## src/rtl/life_pkg.sv

```systemverilog
// Shared types and defaults for the Game-of-Life engine.
// Holds the FSM state encoding, the default B3/S23 rule masks,
// the generation counter width and the per-cell rule helper.
package life_pkg;

    localparam int GEN_W = 16;

    // Conway's rule: born with 3 neighbours, survives with 2 or 3
    localparam logic [8:0] B3_MASK  = 9'b000001000;
    localparam logic [8:0] S23_MASK = 9'b000001100;

    typedef enum logic [1:0] {
        IDLE,
        COMPUTE,
        SWAP
    } state_t;

    // Next state of one cell given its state and live-neighbour count (0..8)
    function automatic logic apply_rule(input logic       alive,
                                        input logic [3:0] n,
                                        input logic [8:0] birth,
                                        input logic [8:0] survive);
        return alive ? survive[n] : birth[n];
    endfunction

endpackage

```

## src/rtl/life_row_next.sv

```systemverilog
// Combinational next-generation of one grid row.
// Takes the row above, the row itself and the row below and returns
// the row's next state. With TORUS set the columns wrap around,
// otherwise cells beyond either edge count as dead.
module life_row_next
    import life_pkg::*;
#(
    parameter int         COLS         = 16,
    parameter logic [8:0] BIRTH_MASK   = B3_MASK,
    parameter logic [8:0] SURVIVE_MASK = S23_MASK,
    parameter bit         TORUS        = 1'b0
) (
    input  logic [COLS-1:0] above,
    input  logic [COLS-1:0] cur,
    input  logic [COLS-1:0] below,
    output logic [COLS-1:0] next
);

    // Bit c+1 of each padded row is column c; bits 0 and COLS+1 are the
    // out-of-grid columns -1 and COLS.
    logic [COLS+1:0] pad_a;
    logic [COLS+1:0] pad_c;
    logic [COLS+1:0] pad_b;

    // Pad each row with one column either side: wrapped cells or dead cells
    always_comb begin
        pad_a = {(TORUS ? above[0] : 1'b0), above, (TORUS ? above[COLS-1] : 1'b0)};
        pad_c = {(TORUS ? cur[0]   : 1'b0), cur,   (TORUS ? cur[COLS-1]   : 1'b0)};
        pad_b = {(TORUS ? below[0] : 1'b0), below, (TORUS ? below[COLS-1] : 1'b0)};
    end

    // Count the eight neighbours of every column and apply the rule masks
    always_comb begin
        // NOTE: every output of a combinational block gets a default first so no latch can be inferred.
        next = '0;
        for (int c = 0; c < COLS; c++) begin
            logic [3:0] n;
            n = 4'(pad_a[c]) + 4'(pad_a[c+1]) + 4'(pad_a[c+2])
              + 4'(pad_c[c])                  + 4'(pad_c[c+2])
              + 4'(pad_b[c]) + 4'(pad_b[c+1]) + 4'(pad_b[c+2]);
            next[c] = apply_rule(cur[c], n, BIRTH_MASK, SURVIVE_MASK);
        end
    end

endmodule

```

## src/rtl/life_engine.sv

```systemverilog
// Game-of-Life generation engine with double-buffered cell storage.
// The front bank is displayed and seeded; the back bank is filled one
// row per clock while a generation is computed, then the banks swap.
// Define LIFE_TORUS_EN for a toroidal grid; otherwise the border is dead.
module life_engine
    import life_pkg::*;
#(
    parameter int         COLS           = 16,
    parameter int         ROWS           = 16,
    parameter int         FRAMES_PER_GEN = 60,
    parameter logic [8:0] BIRTH_MASK     = B3_MASK,
    parameter logic [8:0] SURVIVE_MASK   = S23_MASK,
    localparam int        X_W            = $clog2(COLS),
    localparam int        Y_W            = $clog2(ROWS)
) (
    input  logic             clk,
    input  logic             rst_n,
    input  logic             frame_tick,
    input  logic             run,
    input  logic             step,
    input  logic             wr_en,
    output logic             wr_ready,
    input  logic [X_W-1:0]   wr_x,
    input  logic [Y_W-1:0]   wr_y,
    input  logic             wr_data,
    input  logic [X_W-1:0]   rd_x,
    input  logic [Y_W-1:0]   rd_y,
    output logic             rd_cell,
    output logic             busy,
    output logic             gen_done,
    output logic [GEN_W-1:0] gen_count
);

`ifdef LIFE_TORUS_EN
    localparam bit TORUS = 1'b1;
`else
    localparam bit TORUS = 1'b0;
`endif

    localparam logic [X_W:0]   COLS_L     = (X_W+1)'(COLS);
    localparam logic [Y_W:0]   ROWS_L     = (Y_W+1)'(ROWS);
    localparam logic [Y_W-1:0] LAST_ROW   = Y_W'(ROWS - 1);
    localparam logic [7:0]     LAST_FRAME = 8'(FRAMES_PER_GEN - 1);

    logic [COLS-1:0] bank0 [ROWS];
    logic [COLS-1:0] bank1 [ROWS];
    logic            bank_sel;      // 0: bank0 is front, 1: bank1 is front

    state_t          state;
    logic [Y_W-1:0]  row_cnt;
    logic [7:0]      frame_cnt;

    logic [COLS-1:0] row_above;
    logic [COLS-1:0] row_cur;
    logic [COLS-1:0] row_below;
    logic [COLS-1:0] row_next;

    logic            frame_term;
    logic            trigger;
    logic            wr_hit;
    logic            rd_ok;

    assign frame_term = frame_tick && run && (frame_cnt == LAST_FRAME);
    assign trigger    = (state == IDLE) && (frame_term || (!run && step));
    assign wr_hit     = wr_en && wr_ready
                     && ({1'b0, wr_x} < COLS_L) && ({1'b0, wr_y} < ROWS_L);
    assign rd_ok      = ({1'b0, rd_x} < COLS_L) && ({1'b0, rd_y} < ROWS_L);

    // Fetch the front-bank rows around row_cnt, substituting wrapped or dead rows at the edges
    always_comb begin
        row_above = '0;
        row_below = '0;
        row_cur   = bank_sel ? bank1[row_cnt] : bank0[row_cnt];
        if (row_cnt != '0) begin
            row_above = bank_sel ? bank1[row_cnt - 1'b1] : bank0[row_cnt - 1'b1];
        end else if (TORUS) begin
            row_above = bank_sel ? bank1[LAST_ROW] : bank0[LAST_ROW];
        end
        if (row_cnt != LAST_ROW) begin
            row_below = bank_sel ? bank1[row_cnt + 1'b1] : bank0[row_cnt + 1'b1];
        end else if (TORUS) begin
            row_below = bank_sel ? bank1[0] : bank0[0];
        end
    end

    life_row_next #(
        .COLS         (COLS),
        .BIRTH_MASK   (BIRTH_MASK),
        .SURVIVE_MASK (SURVIVE_MASK),
        .TORUS        (TORUS)
    ) u_row_next (
        .above (row_above),
        .cur   (row_cur),
        .below (row_below),
        .next  (row_next)
    );

    // Cell storage: seed writes land in the front bank, computed rows in the back bank
    always_ff @(posedge clk or negedge rst_n) begin
        if (!rst_n) begin
            // NOTE: the banks are cleared on reset because the grid must come up empty; this keeps them in flops.
            for (int r = 0; r < ROWS; r++) begin
                bank0[r] <= '0;
                bank1[r] <= '0;
            end
        end else begin
            if (wr_hit) begin
                if (bank_sel) bank1[wr_y][wr_x] <= wr_data;
                else          bank0[wr_y][wr_x] <= wr_data;
            end
            if (state == COMPUTE) begin
                if (bank_sel) bank0[row_cnt] <= row_next;
                else          bank1[row_cnt] <= row_next;
            end
        end
    end

    // Frame divider: counts frame ticks while running, held at zero when stopped
    always_ff @(posedge clk or negedge rst_n) begin
        if (!rst_n) begin
            frame_cnt <= '0;
        end else if (!run) begin
            frame_cnt <= '0;
        end else if (frame_tick) begin
            frame_cnt <= (frame_cnt == LAST_FRAME) ? 8'd0 : frame_cnt + 8'd1;
        end
    end

    // Generation sequencer with registered status outputs
    always_ff @(posedge clk or negedge rst_n) begin
        if (!rst_n) begin
            // NOTE: sequential state is assigned with <= so every register samples pre-edge values.
            state     <= IDLE;
            row_cnt   <= '0;
            bank_sel  <= 1'b0;
            gen_count <= '0;
            gen_done  <= 1'b0;
            busy      <= 1'b0;
            wr_ready  <= 1'b1;
        end else begin
            gen_done <= 1'b0;
            case (state)
                IDLE: begin
                    if (trigger) begin
                        state    <= COMPUTE;
                        row_cnt  <= '0;
                        busy     <= 1'b1;
                        wr_ready <= 1'b0;
                    end
                end
                COMPUTE: begin
                    if (row_cnt == LAST_ROW) begin
                        state    <= SWAP;
                        gen_done <= 1'b1;
                    end else begin
                        row_cnt <= row_cnt + 1'b1;
                    end
                end
                SWAP: begin
                    state     <= IDLE;
                    bank_sel  <= ~bank_sel;
                    gen_count <= gen_count + 1'b1;
                    busy      <= 1'b0;
                    wr_ready  <= 1'b1;
                end
                default: begin
                    state <= IDLE;
                end
            endcase
        end
    end

    // Registered read port on the front bank; out-of-range coordinates read as dead
    always_ff @(posedge clk or negedge rst_n) begin
        if (!rst_n) begin
            rd_cell <= 1'b0;
        end else if (rd_ok) begin
            rd_cell <= bank_sel ? bank1[rd_y][rd_x] : bank0[rd_y][rd_x];
        end else begin
            rd_cell <= 1'b0;
        end
    end

endmodule
```

## config.mk

```make
export PLATFORM = sky130hd
export DESIGN_NAME = life_engine
export DESIGN_NICKNAME = d
export VERILOG_FILES = /design/src/rtl/life_pkg.sv /design/src/rtl/life_row_next.sv /design/src/rtl/life_engine.sv
export SDC_FILE = /design/constraint.sdc
export NUM_CORES = 2
export LEC_CHECK = 0
export CAP_MARGIN = 10
export CORE_MARGIN = 2
export CORE_UTILIZATION = 33
export DETAILED_ROUTE_END_ITERATION = 10
export MAX_ROUTING_LAYER = met4
export PLACE_DENSITY = 0.5
export REMOVE_ABC_BUFFERS = 1
export SLEW_MARGIN = 20
export SYNTH_ARGS = -nofsm -noshare
export SYNTH_HDL_FRONTEND = slang
export SYNTH_HIERARCHICAL = 1
export SYNTH_SLANG_ARGS = --single-unit
```

## constraint.sdc

```tcl
create_clock -name clk -period 17.8 [get_ports clk]
set_clock_uncertainty 0.2 [all_clocks]
set_input_delay 2.67 -clock clk [delete_from_list [all_inputs] [get_ports clk]]
set_output_delay 2.67 -clock clk [all_outputs]
set_load 0.05 [all_outputs]
```

==> run_results.csv <==
group,metric,value,unit
clock_tree,deepest_clock_path_buffer_count,3,
worst_setup_path,capture_point_of_the_worst_reg_to_reg_path,"bank0[58]",
floorplanning,std_cell_rows,137,
detailed_routing,viasPerCell,6.63,
clock_tree,post_cts_resized,0,
place,quantity_of_i_o_buffers_inserted_on_ports,42,
clock_tree,h-tree-depth,3,
worst_setup_path,ff2ff_setup_slack,8890,ps
sta,timing.fmax,0.112,GHz
worst_setup_path,cp_max_fo,56,
sta,period_minus_slack,8910,ps
floorplanning,area_inside_the_core_boundary,0.140,mm^2
yosys,post_synth_num_cell_types,64,
worst_setup_path,timing.critical_path.mode_cell,"fa_1",
detailed_routing,routed_wl,221000,um
worst_setup_path,cp_slowest_cell,"dfrtp_4",
yosys,synth_top_cells_by_count,"725 x nor2_1, 546 x dfrtp_1, 454 x o21ai_0, 421 x mux4_2, 396 x clkbuf_1",
sta,max_slew_margin,14.0,%
sta,timing.final.crit_share,50.1,%
yosys,post_synth_and_or_nand_nor_area_fraction,14.1,%
floorplanning,die-width,379,um
worst_setup_path,rr_worst_depth,21,
worst_setup_path,critPathArrivalTime,9320,ps
cells_and_area,multi_input_comb_area,0.0304,mm^2
flow_run,drv_cap,0,
yosys,synth-edff-count,0,
clock_tree,clock-root-buffer,"clkbuf_16",
worst_setup_path,cp_num_cells,21,
grt,grt-ovfl-total,0,
yosys,post-synth-top-area-fraction,29.5,%
floorplanning,fp.dieArea,0.144,mm^2
yosys,synth_warnings,6,
detailed_routing,postRouteAntennaNets,0,
cells_and_area,final_util,36.5,%
floorplanning,boundaryPins,43,
yosys,synthesized_area_fraction_occupied_by_ao_oa_aoi_and_oai_cells,16.4,%
place,place_area,0.0484,mm^2
worst_setup_path,critical_path.startpoint,"row_cnt[0]",
yosys,netlist_top_cells_area,"dfrtp_1 29%, mux4_2 20%, mux2i_1 7.3%",
yosys,sequential_area_share_after_synthesis,29.5,%
place,globalplace.congestion,0.992,
grt,grt_start_max_net_pins,189,
yosys,synth.most_common_cell,"nor2_1",
worst_setup_path,setup.worst_path.end_class,"register",
yosys,synth-adder-area-share,3.94,%
sta,grt_setup_unrepaired,"false",
outcome,status,"complete, no violations",
clock_tree,tritoncts.num_buffers,73,
place,detailed_place_hpwl,135000,um
hold_path,min_path_type,"reg -> reg",
clock_tree,tritoncts_num_sinks,547,
worst_setup_path,worstReg2RegStart,"row_cnt[0]",
detailed_routing,route.vias.total,44127,
worst_setup_path,timing.critical_path.buf_inv,6,
worst_setup_path,critPathKind,"reg -> reg",
sta,totalNegativeSetupSlack,0,ps
cells_and_area,flow.area_growth_from_synthesis,9.90,%
floorplanning,initial_utilization,33.2,%
cells_and_area,final_design_area_no_fill,0.0510,mm^2
yosys,synth_xor_area_share,0.429,%
grt,grt_total_usage,31.4,%
worst_setup_path,crit_chain,"inv_1, ha_4, buf_4, buf_4, mux4_2, nand2_1, a311oi_1, a21oi_1, nor2_1, fa_1, inv_1, fa_1, fa_1, inv_1, ha_1, fa_1, or2_2, a21oi_2, buf_4, nor2_1, a31oi_1",
sta,hold_violations,0,
detailed_routing,drcViolationCount,0,
detailed_routing,drt_iter0_markers,6591,
clock_tree,post-cts-setup-buffer-count,0,
worst_setup_path,critical_path.max_stage_delay,890,ps
grt,number_of_antenna_violations_at_the_first_check_in_global_routing,10,
clock_tree,cts_hold_buf,0,
yosys,main_combinational_cell_family_by_area_after_synthesis,"multiplexers",
yosys,synth.avg_cell_area,9.30,um^2
cells_and_area,seq_area,0.0137,mm^2
sta,tightest_pin_transition,1290,ps
worst_setup_path,cp.required,18210,ps
sta,finalSetupViolCount,0,
floorplanning,die_h,379,um
detailed_routing,wl_per_cell,33.2,um
detailed_routing,detailedRoute.firstPassIterationCount,6,
worst_setup_path,critical_path.startpoint_type,"register",
cells_and_area,num-fill-cells,13969,
sta,final-max-slew-violation-count,0,
yosys,post-synth-top-area-cell,"dfrtp_1",
yosys,postSynth.topFlopCell,"dfrtp_1",
worst_setup_path,setup.worst_path.end,"bank0[58]",
yosys,syn_area,0.0464,mm^2
clock_tree,clk_latency,710,ps
yosys,synth_seq_cells,547,
clock_tree,clkSlewWorstSetupHoldPaths,60,ps
worst_setup_path,timing.critical_path.max_delay_family,"adder cells",
yosys,syn-instance-count,4989,
grt,wire_length_of_the_first_global_routing_pass,314000,um
grt,grt_pass1_vias,40850,
yosys,synth_async_sr_flop_share,100,%
yosys,yosys-mux-area-fraction,29.6,%
cells_and_area,final_net_count,4847,
cells_and_area,layout-drive-gt1-share,18.3,%
clock_tree,cts_tree,"yes",
-- area by class of cell --
cell class	count	area share, %
Antenna cell	10	0.0491
Clock buffer	112	4.33
Clock inverter	22	0.567
Inverter	106	0.783
Multi-Input combinational cell	3791	59.5
Sequential cell	547	26.9
Tap cell	1876	4.60
Timing Repair Buffer	195	3.24
-- registers in the layout, summed over array words and instances, names as in the netlist --
register,count
bank0,256
bank1,256
bank_sel,1
busy,1
frame_cnt,8
gen_count,16
gen_done,1
rd_cell,1
row_cnt,4
state,2
wr_ready,1
-- cell usage in the layout (no fill, tap or decap), types with 102 or more instances in the layout --
cell	Yosys	final
nand2_1	312	307
buf_4	18	148
a21oi_1	349	336
nand3_1	287	266
dfrtp_1	546	541
a31oi_1	246	246
mux4_2	421	421
mux2i_1	339	339
nor2_1	725	703
o21ai_0	454	454
inv_1	103	102
-- worst register-to-register path, delay by kind of cell, from the launching register on --
kind,cells,cell delay (ps)
buffers and inverters,6,2080
AND/OR/NAND/NOR,4,840
multiplexers,1,370
adder cells (fa/ha/maj),6,2850
flip-flops,1,890
AO/OA/AOI/OAI,4,1610
-- stage by stage --
step	instances	hold WS, ps	setup WS, ps
2_1_floorplan	4444	247	-9110
3_3_place_gp	6513	263	9020
3_5_place_dp	6514	261	8880
4_1_cts	6648	274	8880
5_1_grt	6659	294	8200
6_report	6659	271	8890
-- metal layers --
metal	track usage (%)	up-vias	routed length [um]
li1	-	18101	-
met1	41.6	22267	86800
met2	42.9	3084	92800
met3	9.02	675	27400
met4	17.0	0	14000
met5	-	-	0
-- cell families after synthesis --
family / after synthesis
XOR/XNOR: 21
buffers and inverters: 651
adder cells (fa/ha/maj): 110
multiplexers: 831
AO/OA/AOI/OAI: 1318
AND/OR/NAND/NOR: 1511
flip-flops: 547
-- how the worst min path moves through the flow --
| stage | slack (ps) | endpoint | startpoint | cells after the start |
|---|---|---|---|---|
| final | 270 | gen_count[15] | gen_count[15] | 1 |
| after CTS | 270 | gen_count[15] | gen_count[15] | 1 |
| after floorplan | 250 | frame_cnt[7] | frame_cnt[7] | 1 |
| after global placement | 260 | gen_count[15] | gen_count[15] | 1 |
| after global routing | 290 | gen_count[15] | gen_count[15] | 1 |
| after detailed placement | 260 | gen_count[15] | gen_count[15] | 1 |
Power is not shown: default switching activity piles up to over one toggle a cycle in this logic, so the estimate is an artifact.
